## config.mk

```make
export PLATFORM = sky130hd
export DESIGN_NAME = pix_reduce_n
export DESIGN_NICKNAME = d
export VERILOG_FILES = /design/src/rtl/pix_reduce_n_pkg.sv /design/src/rtl/pix_reduce_n_chan_proc.sv /design/src/rtl/pix_reduce_n.sv
export SDC_FILE = /design/constraint.sdc
export NUM_CORES = 1
export LEC_CHECK = 0
export BUFFER_PORTS_ARGS = -buffer_cell sky130_fd_sc_hd__buf_4
export CORE_MARGIN = 5
export CORE_UTILIZATION = 35
export CTS_CLUSTER_DIAMETER = 80
export DETAILED_ROUTE_END_ITERATION = 12
export PLACE_DENSITY_LB_ADDON = 0.1
export SLEW_MARGIN = 10
export SYNTH_ARGS = -nofsm -noshare
export SYNTH_HDL_FRONTEND = slang
export SYNTH_HIERARCHICAL = 1
export SYNTH_SLANG_ARGS = --single-unit
```

## constraint.sdc

```tcl
create_clock -name clk -period 2.2 [get_ports clk]
set_input_delay 0.11 -clock clk [delete_from_list [all_inputs] [get_ports clk]]
set_output_delay 0.11 -clock clk [all_outputs]
set_load 0.02 [all_outputs]
```

## src/rtl/pix_reduce_n_pkg.sv

```systemverilog
// Shared types and constants for the pixel colour-reduce pipeline.
// Holds the config record, channel-select codes and the channel-selection helper.
package pix_pkg;

  typedef struct packed {
    logic [2:0] shift;
    logic [1:0] sel;
    logic       bright;
    logic       swap_gb;
  } cfg_t;

  localparam logic [1:0] SEL_ALL = 2'd0;
  localparam logic [1:0] SEL_R   = 2'd1;
  localparam logic [1:0] SEL_G   = 2'd2;
  localparam logic [1:0] SEL_B   = 2'd3;

  // Channel position within a pixel, counted from the LSB end of {R,G,B}.
  localparam int CH_R = 2;
  localparam int CH_G = 1;
  localparam int CH_B = 0;

  typedef enum logic {
    STG_BRIGHT = 1'b0,
    STG_QUANT  = 1'b1
  } stage_t;

  function automatic logic chan_selected(input logic [1:0] sel, input int ch);
    logic hit;
    case (sel)
      SEL_R:   hit = (ch == CH_R);
      SEL_G:   hit = (ch == CH_G);
      SEL_B:   hit = (ch == CH_B);
      default: hit = 1'b1;
    endcase
    return hit;
  endfunction

endpackage

```

## src/rtl/pix_reduce_n_chan_proc.sv

```systemverilog
// Single-pixel combinational processing: saturating brighten or masked quantise,
// chosen by the stage input. Quantise also applies the optional G/B swap.
module pix_chan_proc
  import pix_pkg::*;
#(
  parameter int CBITS       = 6,
  parameter int BRIGHT_STEP = 8
) (
  input  logic               stage,
  input  logic [2:0]         shift,
  input  logic [1:0]         sel,
  input  logic               bright,
  input  logic               swap_gb,
  input  logic [3*CBITS-1:0] pix_in,
  output logic [3*CBITS-1:0] pix_out
);

  function automatic logic [CBITS-1:0] brighten(input logic [CBITS-1:0] c, input logic en);
    logic [CBITS:0] sum;
    sum = {1'b0, c} + (CBITS+1)'(BRIGHT_STEP);
    if (!en) return c;
    return sum[CBITS] ? {CBITS{1'b1}} : sum[CBITS-1:0];
  endfunction

  // Shift amounts beyond CBITS-1 clamp so at least the MSB always survives.
  function automatic logic [CBITS-1:0] quantise(input logic [CBITS-1:0] c, input logic [2:0] s);
    logic [2:0] s_eff;
    s_eff = (int'(s) > CBITS - 1) ? 3'(CBITS - 1) : s;
    return c & ({CBITS{1'b1}} << s_eff);
  endfunction

  logic [CBITS-1:0] res [3];

  always_comb begin
    // NOTE: every output of this block gets a default first so no path can infer a latch.
    pix_out = pix_in;
    for (int ch = 0; ch < 3; ch++) begin
      res[ch] = pix_in[ch*CBITS +: CBITS];
      if (stage == STG_BRIGHT) begin
        res[ch] = brighten(pix_in[ch*CBITS +: CBITS], bright);
      end else if (chan_selected(sel, ch)) begin
        res[ch] = quantise(pix_in[ch*CBITS +: CBITS], shift);
      end
    end
    if (stage == STG_QUANT && swap_gb) begin
      pix_out = {res[CH_R], res[CH_B], res[CH_G]};
    end else begin
      pix_out = {res[CH_R], res[CH_G], res[CH_B]};
    end
  end

endmodule

```

## src/rtl/pix_reduce_n.sv

```systemverilog
// NPIX-wide colour reduce: brighten in stage 1, quantise/swap in stage 2, with a
// valid/ready skid-free two-register pipe and frame-aligned config shadowing.
module pix_reduce_n
  import pix_pkg::*;
#(
  parameter int NPIX        = 2,
  parameter int CBITS       = 6,
  parameter int BRIGHT_STEP = 8
) (
  input  logic                    clk,
  input  logic                    reset,
  input  logic                    in_valid,
  output logic                    in_ready,
  input  logic                    in_sof,
  input  logic [NPIX*3*CBITS-1:0] in_pix,
  output logic                    out_valid,
  input  logic                    out_ready,
  output logic                    out_sof,
  output logic [NPIX*3*CBITS-1:0] out_pix,
  input  logic                    cfg_change,
  input  logic [2:0]              cfg_shift,
  input  logic [1:0]              cfg_sel,
  input  logic                    cfg_bright,
  input  logic                    cfg_swap_gb,
  output logic                    cfg_pending
);

  localparam int PW = 3 * CBITS;
  localparam int W  = NPIX * PW;

  cfg_t act_cfg, pend_cfg, beat_cfg, new_cfg, s1_cfg;

  logic         s1_valid, s1_sof;
  logic [W-1:0] s1_pix, s1_next, s2_next;
  logic         s2_load, accept, apply_cfg;

  assign s2_load   = !out_valid || out_ready;
  assign in_ready  = !s1_valid || s2_load;
  assign accept    = in_valid && in_ready;
  assign apply_cfg = accept && in_sof && cfg_pending;

  assign new_cfg  = cfg_t'{shift: cfg_shift, sel: cfg_sel, bright: cfg_bright, swap_gb: cfg_swap_gb};
  assign beat_cfg = apply_cfg ? pend_cfg : act_cfg;

  // A cfg_change coinciding with a frame start lands in pending and stays pending,
  // so the later assignment wins.
  always_ff @(posedge clk or negedge reset) begin
    // NOTE: sequential state uses non-blocking assignment so every register samples pre-edge values.
    if (!reset) begin
      act_cfg     <= '0;
      pend_cfg    <= '0;
      cfg_pending <= 1'b0;
    end else begin
      if (apply_cfg) begin
        act_cfg     <= pend_cfg;
        cfg_pending <= 1'b0;
      end
      if (cfg_change) begin
        pend_cfg    <= new_cfg;
        cfg_pending <= 1'b1;
      end
    end
  end

  for (genvar k = 0; k < NPIX; k++) begin : g_pix
    pix_chan_proc #(
      .CBITS       (CBITS),
      .BRIGHT_STEP (BRIGHT_STEP)
    ) u_bright (
      .stage   (STG_BRIGHT),
      .shift   (beat_cfg.shift),
      .sel     (beat_cfg.sel),
      .bright  (beat_cfg.bright),
      .swap_gb (beat_cfg.swap_gb),
      .pix_in  (in_pix[k*PW +: PW]),
      .pix_out (s1_next[k*PW +: PW])
    );

    pix_chan_proc #(
      .CBITS       (CBITS),
      .BRIGHT_STEP (BRIGHT_STEP)
    ) u_quant (
      .stage   (STG_QUANT),
      .shift   (s1_cfg.shift),
      .sel     (s1_cfg.sel),
      .bright  (s1_cfg.bright),
      .swap_gb (s1_cfg.swap_gb),
      .pix_in  (s1_pix[k*PW +: PW]),
      .pix_out (s2_next[k*PW +: PW])
    );
  end

  // Stage 1 only accepts when it is empty or draining into stage 2 this cycle.
  always_ff @(posedge clk or negedge reset) begin
    if (!reset) begin
      s1_valid <= 1'b0;
      s1_sof   <= 1'b0;
      s1_pix   <= '0;
      s1_cfg   <= '0;
    end else if (accept) begin
      s1_valid <= 1'b1;
      s1_sof   <= in_sof;
      s1_pix   <= s1_next;
      s1_cfg   <= beat_cfg;
    end else if (s2_load) begin
      s1_valid <= 1'b0;
    end
  end

  always_ff @(posedge clk or negedge reset) begin
    if (!reset) begin
      out_valid <= 1'b0;
      out_sof   <= 1'b0;
      out_pix   <= '0;
    end else if (s2_load) begin
      out_valid <= s1_valid;
      if (s1_valid) begin
        out_sof <= s1_sof;
        out_pix <= s2_next;
      end
    end
  end

endmodule

```

==> metrics.txt, run 1 <==
placed cell count approximately 940; TritonCTS clock tree built; share of cells above drive strength 1 a little over a third; Initial Util a little over a third; CP arrival roughly 2400 ps; largest net degree at the start of global routing 50; final hold vios 0; FP Rows 50; CP cell instances nand3b_1 > and4_4 > mux2_4 > ha_4 > nand2_2 > a211oi_2 > a311oi_1 > mux2_4; placed inst area approximately 7400 sq um; gr usage total between 10% and 20%; Post-synth top cells 98 x dfrtp_1, 85 x nand2_1, 49 x mux2_2, 46 x a21oi_1, 39 x mux2_4; CP startpoint kind flip-flop; final core occ 42.60%; Slew headroom between 50% and 60%; final net count 800; Final period util a little over nine tenths; PortBufs a little under 90; critical path peak fanout 6; latest clock arrival within the worst-skew pair between 300 and 400 ps; worst hold start in_valid; Antenna diodes 0; final setup vio count 0; initial antenna violation count 0; sequential area share after synthesis between 30% and 40%; WHS around 58 ps; PwrDens around 1100 nW/um^2; Avg WL per Cell 18.04 microns; Die X-Extent about 150 microns; reg2reg setup slack 50 ps; first-pass GRT wire length 27.80 mm; Async S/R FF share, synth 100.0%; maxcap violations 0; reg2reg end s1_pix[3]; worst r2r src s1_valid; switch share roughly two fifths; Clock Pin Slew Worst Setup and Hold Paths roughly 70 ps; Worst Path Required about 2400 ps; Register-to-Register Path Depth 8; post-route insts no fill just under 1k; via count ~5.1k; FMAX around 470 MHz; CTS sink count 98; Least-Margin Pin Slew 697.2 ps; slowest stage delay, CP approximately 400 ps; CTS root buffer clkbuf_16; area of the core roughly 19,000 sq um; clock power share roughly a fifth; Yosys top cell area share 37.41%; Flop pwr share between 30% and 40%; ys flop type dfrtp_1; dpl hpwl ~13 mm; unrepaired setup endpoints after global routing yes; initial DRC count ~540; Hold Path Sink s1_valid; Post-Syn Area approximately 6600 sq um; Clock Tree Buf Depth 2; Distinct cells, synth 45; Num CTS Buffers 9; Min Clock Period, post-route 2146 ps; H-tree Lvls 3; WL final 17.42 mm; I/O pin total a little under 90; antenna-violating nets left 0; DIE AREA about 22,000 sq um; Die Y approximately 150 microns; via/cell ratio ~5.3; critical path class flip-flop to flip-flop; vias in the first global route 4,866; critical path endpoint category flip-flop; P_sw 3.395 mW; total leakage power about 3.6 nW; synthesized instance count ~630; Synth area leader dfrtp_1; drt first pass iters 5; Slew Viols, Final 0; top cells by area, synth dfrtp_1 37%, mux2_4 8.9%, mux2_2 8.4%, nand2_1 4.9%, ha_1 4.6%; Hold WC Path Type primary input to flip-flop; Area Growth Syn to Fin 20.75%; combinational share of power between 40% and 50%; Peak VDD IR approximately 430 uV; syn_area_per_cell between 10 and 15 sq um; synthesized flop and latch total 98; most used cell along the critical path mux2_4; Post-Route Setup TNS 0 ps; worst-path cell with the longest stage delay dfrtp_1; Residual DRC 0; GP Congestion between 0.8 and 0.9; Clock Skew 9.793 ps; post-route cell area about 7900 sq um; grt total ovfl 0; EDFF count, synth 0; most frequent cell after synthesis dfrtp_1; synth warn 6; status completed; Hold Path Depth 2; Int Pwr around 5.5 mW
cell type report:
type,count,area [sq um]
clock buffers,9,225.2
well taps,234,292.8
flip-flops and latches,98,2454
fillers,1780,10670
multi-input cells,496,3876
clock inverters,7,125.1
repair buffers,113,908.4
inverters,9,33.78
power groups by stage:
stage	registers [mW]	clock network [mW]	logic, mW
floorplan	3.28	0	2.35
global placement	3.08	0	3.78
detailed placement	3.11	0	3.83
CTS	3.07	1.92	3.86
global route	3.17	1.99	4.30
finish	3.07	1.87	3.93
cell usage in the layout (no fill, tap or decap), types with 9 or more instances in the layout:
cell type	instances
ha_1	22
dlygate4sd3_1	9
clkbuf_16	9
o21ai_1	16
a21oi_1	44
mux2i_1	23
buf_4	101
mux2_2	49
mux2_4	39
nand2_1	81
nand3_1	20
o21ai_0	16
and4_4	11
nor2_1	33
inv_1	9
dfrtp_1	97
a22oi_1	10
per-stage QoR:
stage               total power [mW]  setup slack (ps)
CTS                            8.849             22.73
global route                   9.459            -29.48
detailed placement             6.939             34.12
floorplan                      5.629            -155.9
global placement               6.861             70.55
finish                         8.875             53.85
cells by family after synthesis:
kind of cell    Yosys count  share of synthesized area [%]
buf+inv                  41                          5.440
compound gates          147                          14.30
xor+xnor                  8                          1.069
flops                    98                          37.41
other cells               2                         0.1146
simple gates            201                          16.22
mux                     111                          20.86
fa+ha+maj                24                          4.581
metal layers:
layer,GRT usage [%],vias to the layer above,wire (microns)
met2,22.56,128,7240
met5,0,-,0
met3,3.424,11,902
met4,3.857,0,154
met1,25.05,2469,9125
li1,-,2510,-
what timing repair did:
action | in CTS | in global routing
hold endpoints to repair | 53 | 0
resized for setup | 0 | 3
hold buffers | 9 | 0
endpoints found under the setup margin | 0 | 5
setup buffers | 0 | 2
registers in the layout, summed over array words and instances, names as in the netlist:
register and cells:
pend_cfg 7, s1_valid 1, out_sof 1, s1_pix 36
out_pix 36, act_cfg 7, out_valid 1, s1_cfg 7
s1_sof 1, cfg_pending 1
critical path: cells and delay by family (launching register included):
family          cells  cell delay [ps]
mux                 2              640
simple gates        3              460
flops               1              400
fa+ha+maj           1              300
compound gates      2              250
how the worst max path moves through the flow:
| stage | from | endpoint | slack [ps] | cells past startpoint |
|---|---|---|---|---|
| after floorplan | out_valid | s1_pix[21] | -160 | 10 |
| after global placement | s1_valid | s1_pix[21] | 70 | 8 |
| after detailed placement | s1_valid | s1_pix[3] | 30 | 8 |
| after CTS | s1_valid | s1_pix[3] | 20 | 8 |
| after global routing | s1_valid | s1_pix[3] | -30 | 8 |
| final | s1_valid | s1_pix[3] | 50 | 8 |
(Power assumes the default switching activity.)
==> run 2, diff against run 1 <==
--- a/config.mk
+++ b/config.mk
@@ -5,7 +5,7 @@
 export SDC_FILE = /design/constraint.sdc
 export NUM_CORES = 1
 export LEC_CHECK = 0
-export BUFFER_PORTS_ARGS = -buffer_cell sky130_fd_sc_hd__buf_4
+export BUFFER_PORTS_ARGS = -buffer_cell sky130_fd_sc_hd__buf_2
 export CORE_MARGIN = 5
 export CORE_UTILIZATION = 35
 export CTS_CLUSTER_DIAMETER = 80
==> run 2 against run 1 <==
Sequential share of layout area grew 0.78 points; clock power shrank 2%; global-route usage grew 0.36 points; largest power group unchanged; critical endpoint is now s1_pix[21]; register-to-register slack lost 30 ps; highest routed layer unchanged; clock skew grew 0.54 ps; sequential power is essentially flat; final cell count grew 0.52%.
==> metrics.txt, run 2 (same netlist as run 1, synthesis figures left out) <==
status completed; I/O pin total 89 (unchanged); vias in the first global route 4,934 (+1.4%); largest net degree at the start of global routing 46 (-8.0%); antenna-violating nets left 0 (unchanged); total stage count of the critical path 8 (unchanged); Initial Util 35.28% (unchanged); worst slack, placed 31.08 ps (-3.045 ps); Avg WL per Cell 18.27 microns (+1.3%); final setup vio count 0 (unchanged); critical path launch point s1_valid; share of cells above drive strength 1 36.91% (+0.43 points); initial antenna violation count 0 (unchanged); most common cell after layout, fill and taps aside dfrtp_1; FP Rows 50 (unchanged); via count 5,145 (+0.53%); Slew headroom 61.27% (+7.8 points); Num CTS Buffers 9 (unchanged); most used cell along the critical path mux2_4; combinational share of power 43.7% (-0.6 points); grt total ovfl 0 (unchanged); most frequent cells in the layout 97 x dfrtp_1, 87 x buf_2, 81 x nand2_1, 49 x mux2_2, 44 x a21oi_1; Buf/Inv on CP 0 (unchanged); CTS sink count 98 (unchanged); CTS root buffer clkbuf_16; Register-to-Register Path Depth 8 (unchanged); Least-Margin Pin Slew 581.0 ps (-116.3 ps); latest clock arrival within the worst-skew pair 360 ps (about the same); Worst Path Required 2440 ps (about the same); final hold vios 0 (unchanged); reg2reg end s1_pix[21]; via/cell ratio 5.299 (about the same); Hold WC Path Type primary input to flip-flop; P_sw 3.362 mW (-0.99%); Antenna diodes 0 (unchanged); WL final 17.74 mm (+1.8%); Slew Viols, Final 0 (unchanged); GP Congestion 0.8390 (-1.2%); switch share 38.90% (+0.64 points); dpl hpwl 13.62 mm (+1.5%); slowest stage delay, CP 400 ps (about the same); initial DRC count 421 (-22%); critical path class flip-flop to flip-flop; unrepaired setup endpoints after global routing yes; clock power share 21.1% (about the same); Setup crit end s1_pix[21]; Final period util 98.97% (+1.4 points); Residual DRC 0 (unchanged); reg2reg setup slack 20 ps (-30 ps); post-route cell area 7721 sq um (-2.5%); area of the core 18,580 sq um (unchanged); PortBufs 88 (unchanged); TritonCTS clock tree built; Area Growth Syn to Fin 17.79%; FMAX 459.3 MHz (-1.4%); Clock Tree Buf Depth 2 (unchanged); CP arrival 2410 ps (+20 ps); Clock Pin Slew Worst Setup and Hold Paths 70 ps (about the same); critical path peak fanout 6 (unchanged); Die X-Extent 146.9 microns (unchanged); CP startpoint kind flip-flop; first-pass GRT wire length 28.39 mm (+2.1%); Flop pwr share 35.1% (+0.5 points); drt first pass iters 5 (unchanged); worst r2r src s1_valid; placed inst area 7236 sq um (-2.6%); gr usage total 16.47% (+0.36 points); Clock Skew 10.33 ps (+0.5360 ps); total leakage power 3.506 nW (-1.5%); Die Y 146.9 microns (unchanged); maxcap violations 0 (unchanged); critical path endpoint category flip-flop; Worst path top cell family by delay multiplexers; setup ws final 22.66 ps (-31.19 ps); Min Clock Period, post-route 2177 ps (+31.19 ps); final net count 805 (+0.63%); DIE AREA 21,560 sq um (unchanged); biggest regs out_pix (36), s1_pix (36); CP cell instances nand3b_1 > and4_4 > mux2_4 > ha_4 > nand2_4 > a211oi_2 > a311oi_1 > mux2_4; H-tree Lvls 3 (unchanged); Peak VDD IR 415.1 uV (-3.5%); worst-path cell with the longest stage delay dfrtp_1; Int Pwr 5.281 mW (-3.6%); PwrDens 1119 nW/um^2 (-0.17%)
[run 2: worst min path at each step]
stage	depth (start not counted)	slack, ps	from	to
floorplan	0	-190	reset	act_cfg[0]
detailed placement	1	20	reset	s1_pix[2]
global placement	1	10	reset	s1_pix[3]
global route	3	100	cfg_change	cfg_pending
finish	3	100	cfg_change	cfg_pending
CTS	3	80	cfg_change	cfg_pending
[run 2: timing repair]
item / 4_1_cts / 5_1_grt
hold endpoints to repair: 61 / 0
buffers inserted: 0 / 3
hold buffers: 9 / 0
setup endpoints to repair: 0 / 13
gates resized for setup: 0 / 2
[run 2: worst register-to-register path, cell delays in order, from the launching register on]
cell and delay (ps):
dfrtp_1 400, nand3b_1 120, and4_4 280, mux2_4 370
ha_4 320, nand2_4 60, a211oi_2 180, a311oi_1 70
mux2_4 270
[run 2: power groups by stage]
stage	sequential (mW)	clock, mW	combinational (mW)
6_report	3.04	1.83	3.78
2_1_floorplan	3.28	0	2.35
3_5_place_dp	3.07	0	3.67
3_3_place_gp	3.04	0	3.61
4_1_cts	3.04	1.89	3.70
5_1_grt	3.14	1.96	4.15
[run 2: stage by stage]
step	power, mW	hold WS [ps]	instances	TNS, ps	utilization (%)
2_1_floorplan	5.629	-185.6	634	-2748	-
3_3_place_gp	6.652	14.08	941	0	38.94
4_1_cts	8.624	83.24	966	0	41.27
6_report	8.643	95.44	971	0	41.56
3_5_place_dp	6.748	17.34	941	0	38.94
5_1_grt	9.250	103.6	971	-121.2	41.56
[run 2: cell type report]
| class | instances | area [sq um] |
|---|---|---|
| tap | 234 | 292.8 |
| clock buffer | 9 | 225.2 |
| fill | 1846 | 10860 |
| timing repair buffer | 117 | 720.7 |
| clock inverter | 7 | 117.6 |
| inverter | 9 | 33.78 |
| sequential | 98 | 2454 |
| multi-input combinational | 497 | 3877 |
[run 2: per-layer routing]
layer | GRT usage, % | vias up | routed length [microns]
li1 | - | 2514 | -
met1 | 25.30 | 2491 | 9185
met2 | 23.60 | 126 | 7502
met3 | 3.547 | 14 | 895
met4 | 3.622 | 0 | 157
met5 | 0 | - | 0
==> run 3, diff against run 2 <==
--- a/config.mk
+++ b/config.mk
@@ -6,8 +6,8 @@
 export NUM_CORES = 1
 export LEC_CHECK = 0
 export BUFFER_PORTS_ARGS = -buffer_cell sky130_fd_sc_hd__buf_2
-export CORE_MARGIN = 5
-export CORE_UTILIZATION = 35
+export CORE_MARGIN = 4
+export CORE_UTILIZATION = 53
 export CTS_CLUSTER_DIAMETER = 80
 export DETAILED_ROUTE_END_ITERATION = 12
 export PLACE_DENSITY_LB_ADDON = 0.1
==> run 3 against run 2 <==
Highest routed layer unchanged; maximum frequency grew 1.0%; worst setup slack better by 22 ps; combinational power shrank 3%; sequential power hardly changed; critical endpoint is now s1_pix[3]; sequential share of layout area is 0.82 points higher; non-clock buffer count down 4.
==> metrics.txt, run 3 (same netlist as run 1, synthesis figures left out) <==
setup ws final 44.53 ps (+21.87 ps); most used cell along the critical path mux2_4; Residual DRC 0 (unchanged); placed cell count 870 (-7.5%); most frequent cells in the layout 97 x dfrtp_1, 87 x buf_2, 81 x nand2_1, 49 x mux2_2, 44 x a21oi_1; post-route insts no fill 898 (-7.5%); CP startpoint kind flip-flop; Buf/Inv on CP 0 (unchanged); Worst Path Required 2430 ps (about the same); Final period util 97.98% (-0.99 points); Clock Pin Slew Worst Setup and Hold Paths 60 ps (about the same); Fill cells 988 (-46%); share of cells above drive strength 1 36.16% (-0.74 points); PortBufs 88 (unchanged); critical path endpoint category flip-flop; TritonCTS clock tree built; Least-Margin Pin Slew 589.6 ps (+8.602 ps); CP arrival 2390 ps (-20 ps); via/cell ratio 5.774 (+9.0%); FMAX 463.9 MHz (+1.0%); antenna-violating nets left 0 (unchanged); Overall Power 8.198 mW (-5.1%); first-pass GRT wire length 26.31 mm (-7.3%); maxcap violations 0 (unchanged); WL final 15.98 mm (-9.9%); CP cell instances nand3b_1 > and4_4 > mux2_4 > ha_4 > nand2_2 > a211oi_2 > a311oi_1 > mux2_4; final hold vios 0 (unchanged); slowest stage delay, CP 410 ps (about the same); CTS root buffer clkbuf_16; Clock Tree Buf Depth 2 (unchanged); Slew headroom 60.70% (-0.57 points); Antenna diodes 0 (unchanged); vias in the first global route 4,908 (-0.53%); Clock Skew 5.849 ps (-4.481 ps); dpl hpwl 12.14 mm (-11%); worst slack, placed 43.68 ps (+12.60 ps); latest clock arrival within the worst-skew pair 350 ps (about the same); biggest regs out_pix (36), s1_pix (36); final setup vio count 0 (unchanged); FP Rows 40 (-20%); Peak VDD IR 446.7 uV (+7.6%); final net count 799 (-0.75%); worst-path cell with the longest stage delay dfrtp_2; Initial Util 54.35% (+19 points); Slew Viols, Final 0 (unchanged); Num CTS Buffers 9 (unchanged); drt first pass iters 5 (unchanged); GP Congestion 0.8860 (+5.6%); status completed; DIE AREA 14,210 sq um (-34%); Die X-Extent 119.2 microns (-19%); via count 5,185 (+0.78%); largest net degree at the start of global routing 42 (-8.7%); grt total ovfl 0 (unchanged); Die Y 119.2 microns (-19%); most common cell after layout, fill and taps aside dfrtp_1; Area Growth Syn to Fin 14.81%; initial antenna violation count 0 (unchanged); total leakage power 3.454 nW (-1.5%); area of the core 12,060 sq um (-35%); gr usage total 23.06% (+6.6 points); initial DRC count 315 (-25%); final core occ 62.40% (+21 points); critical path peak fanout 6 (unchanged); critical path class flip-flop to flip-flop; Min Clock Period, post-route 2155 ps (-21.87 ps); unrepaired setup endpoints after global routing yes; Avg WL per Cell 17.79 microns (-2.6%); Hold WC Path Type primary input to flip-flop; Worst path top cell family by delay multiplexers; I/O pin total 89 (unchanged); H-tree Lvls 3 (unchanged); PwrDens 1089 nW/um^2 (-2.7%); CTS sink count 98 (unchanged)
[run 3: final cells by class]
class                      count  area, sq um  area share, %
timing repair buffer         113        700.7          9.310
multi-input combinational    495         3855          51.22
clock inverter                 2        12.51         0.1663
inverter                       9        33.78         0.4489
sequential                    98         2454          32.60
tap                          168        210.2          2.793
clock buffer                  13        260.3          3.458
[run 3: worst reg2reg max path: cells and delay by family (launching register included)]
kind / cells / cell delay (ps)
adders and majority gates: 1 / 310
DFF: 1 / 410
muxes: 2 / 640
AOI/OAI and AO/OA: 2 / 250
and+or+nand+nor: 3 / 440
[run 3: where the power goes]
part	internal, mW	switching [mW]
registers	2.43	0.623
logic	1.72	1.96
clock network	0.821	0.648
[run 3: metal layers]
metal,part of all wire (%),up-vias,GRT usage (%)
met1,50,2486,35.77
met4,1.3,0,6.517
met5,0,-,0
met2,42,174,33.03
li1,-,2507,-
met3,6.0,18,3.846
[run 3: per-stage QoR]
step | hold slack (ps) | setup TNS [ps] | cell area (sq um)
after floorplan | -185.6 | -2748 | 6656
after global placement | 78.45 | 0 | 7128
after detailed placement | 88.68 | 0 | 7128
after CTS | 40.94 | 0 | 7481
after global routing | 58.84 | -45.58 | 7526
final | 62.18 | 0 | 7526
[run 3: final timing paths]
kind	slack, ps	endpoint	start	cells past startpoint
max	40	s1_pix[3]	out_valid	8
min	60	cfg_pending	in_sof	2
max reg2reg	40	s1_pix[3]	out_valid	8
min reg2reg	500	out_pix[3]	out_pix[3]	1
max in group asynchronous	1260	out_pix[34]	reset	3
min in group asynchronous	250	out_pix[3]	reset	2
[run 3: repair_timing]
item | 4_1_cts | 5_1_grt
hold buffers | 8 | 0
endpoints found under the hold margin | 39 | 0
resized for setup | 0 | 1
endpoints found under the setup margin | 0 | 5
buffers inserted | 0 | 5
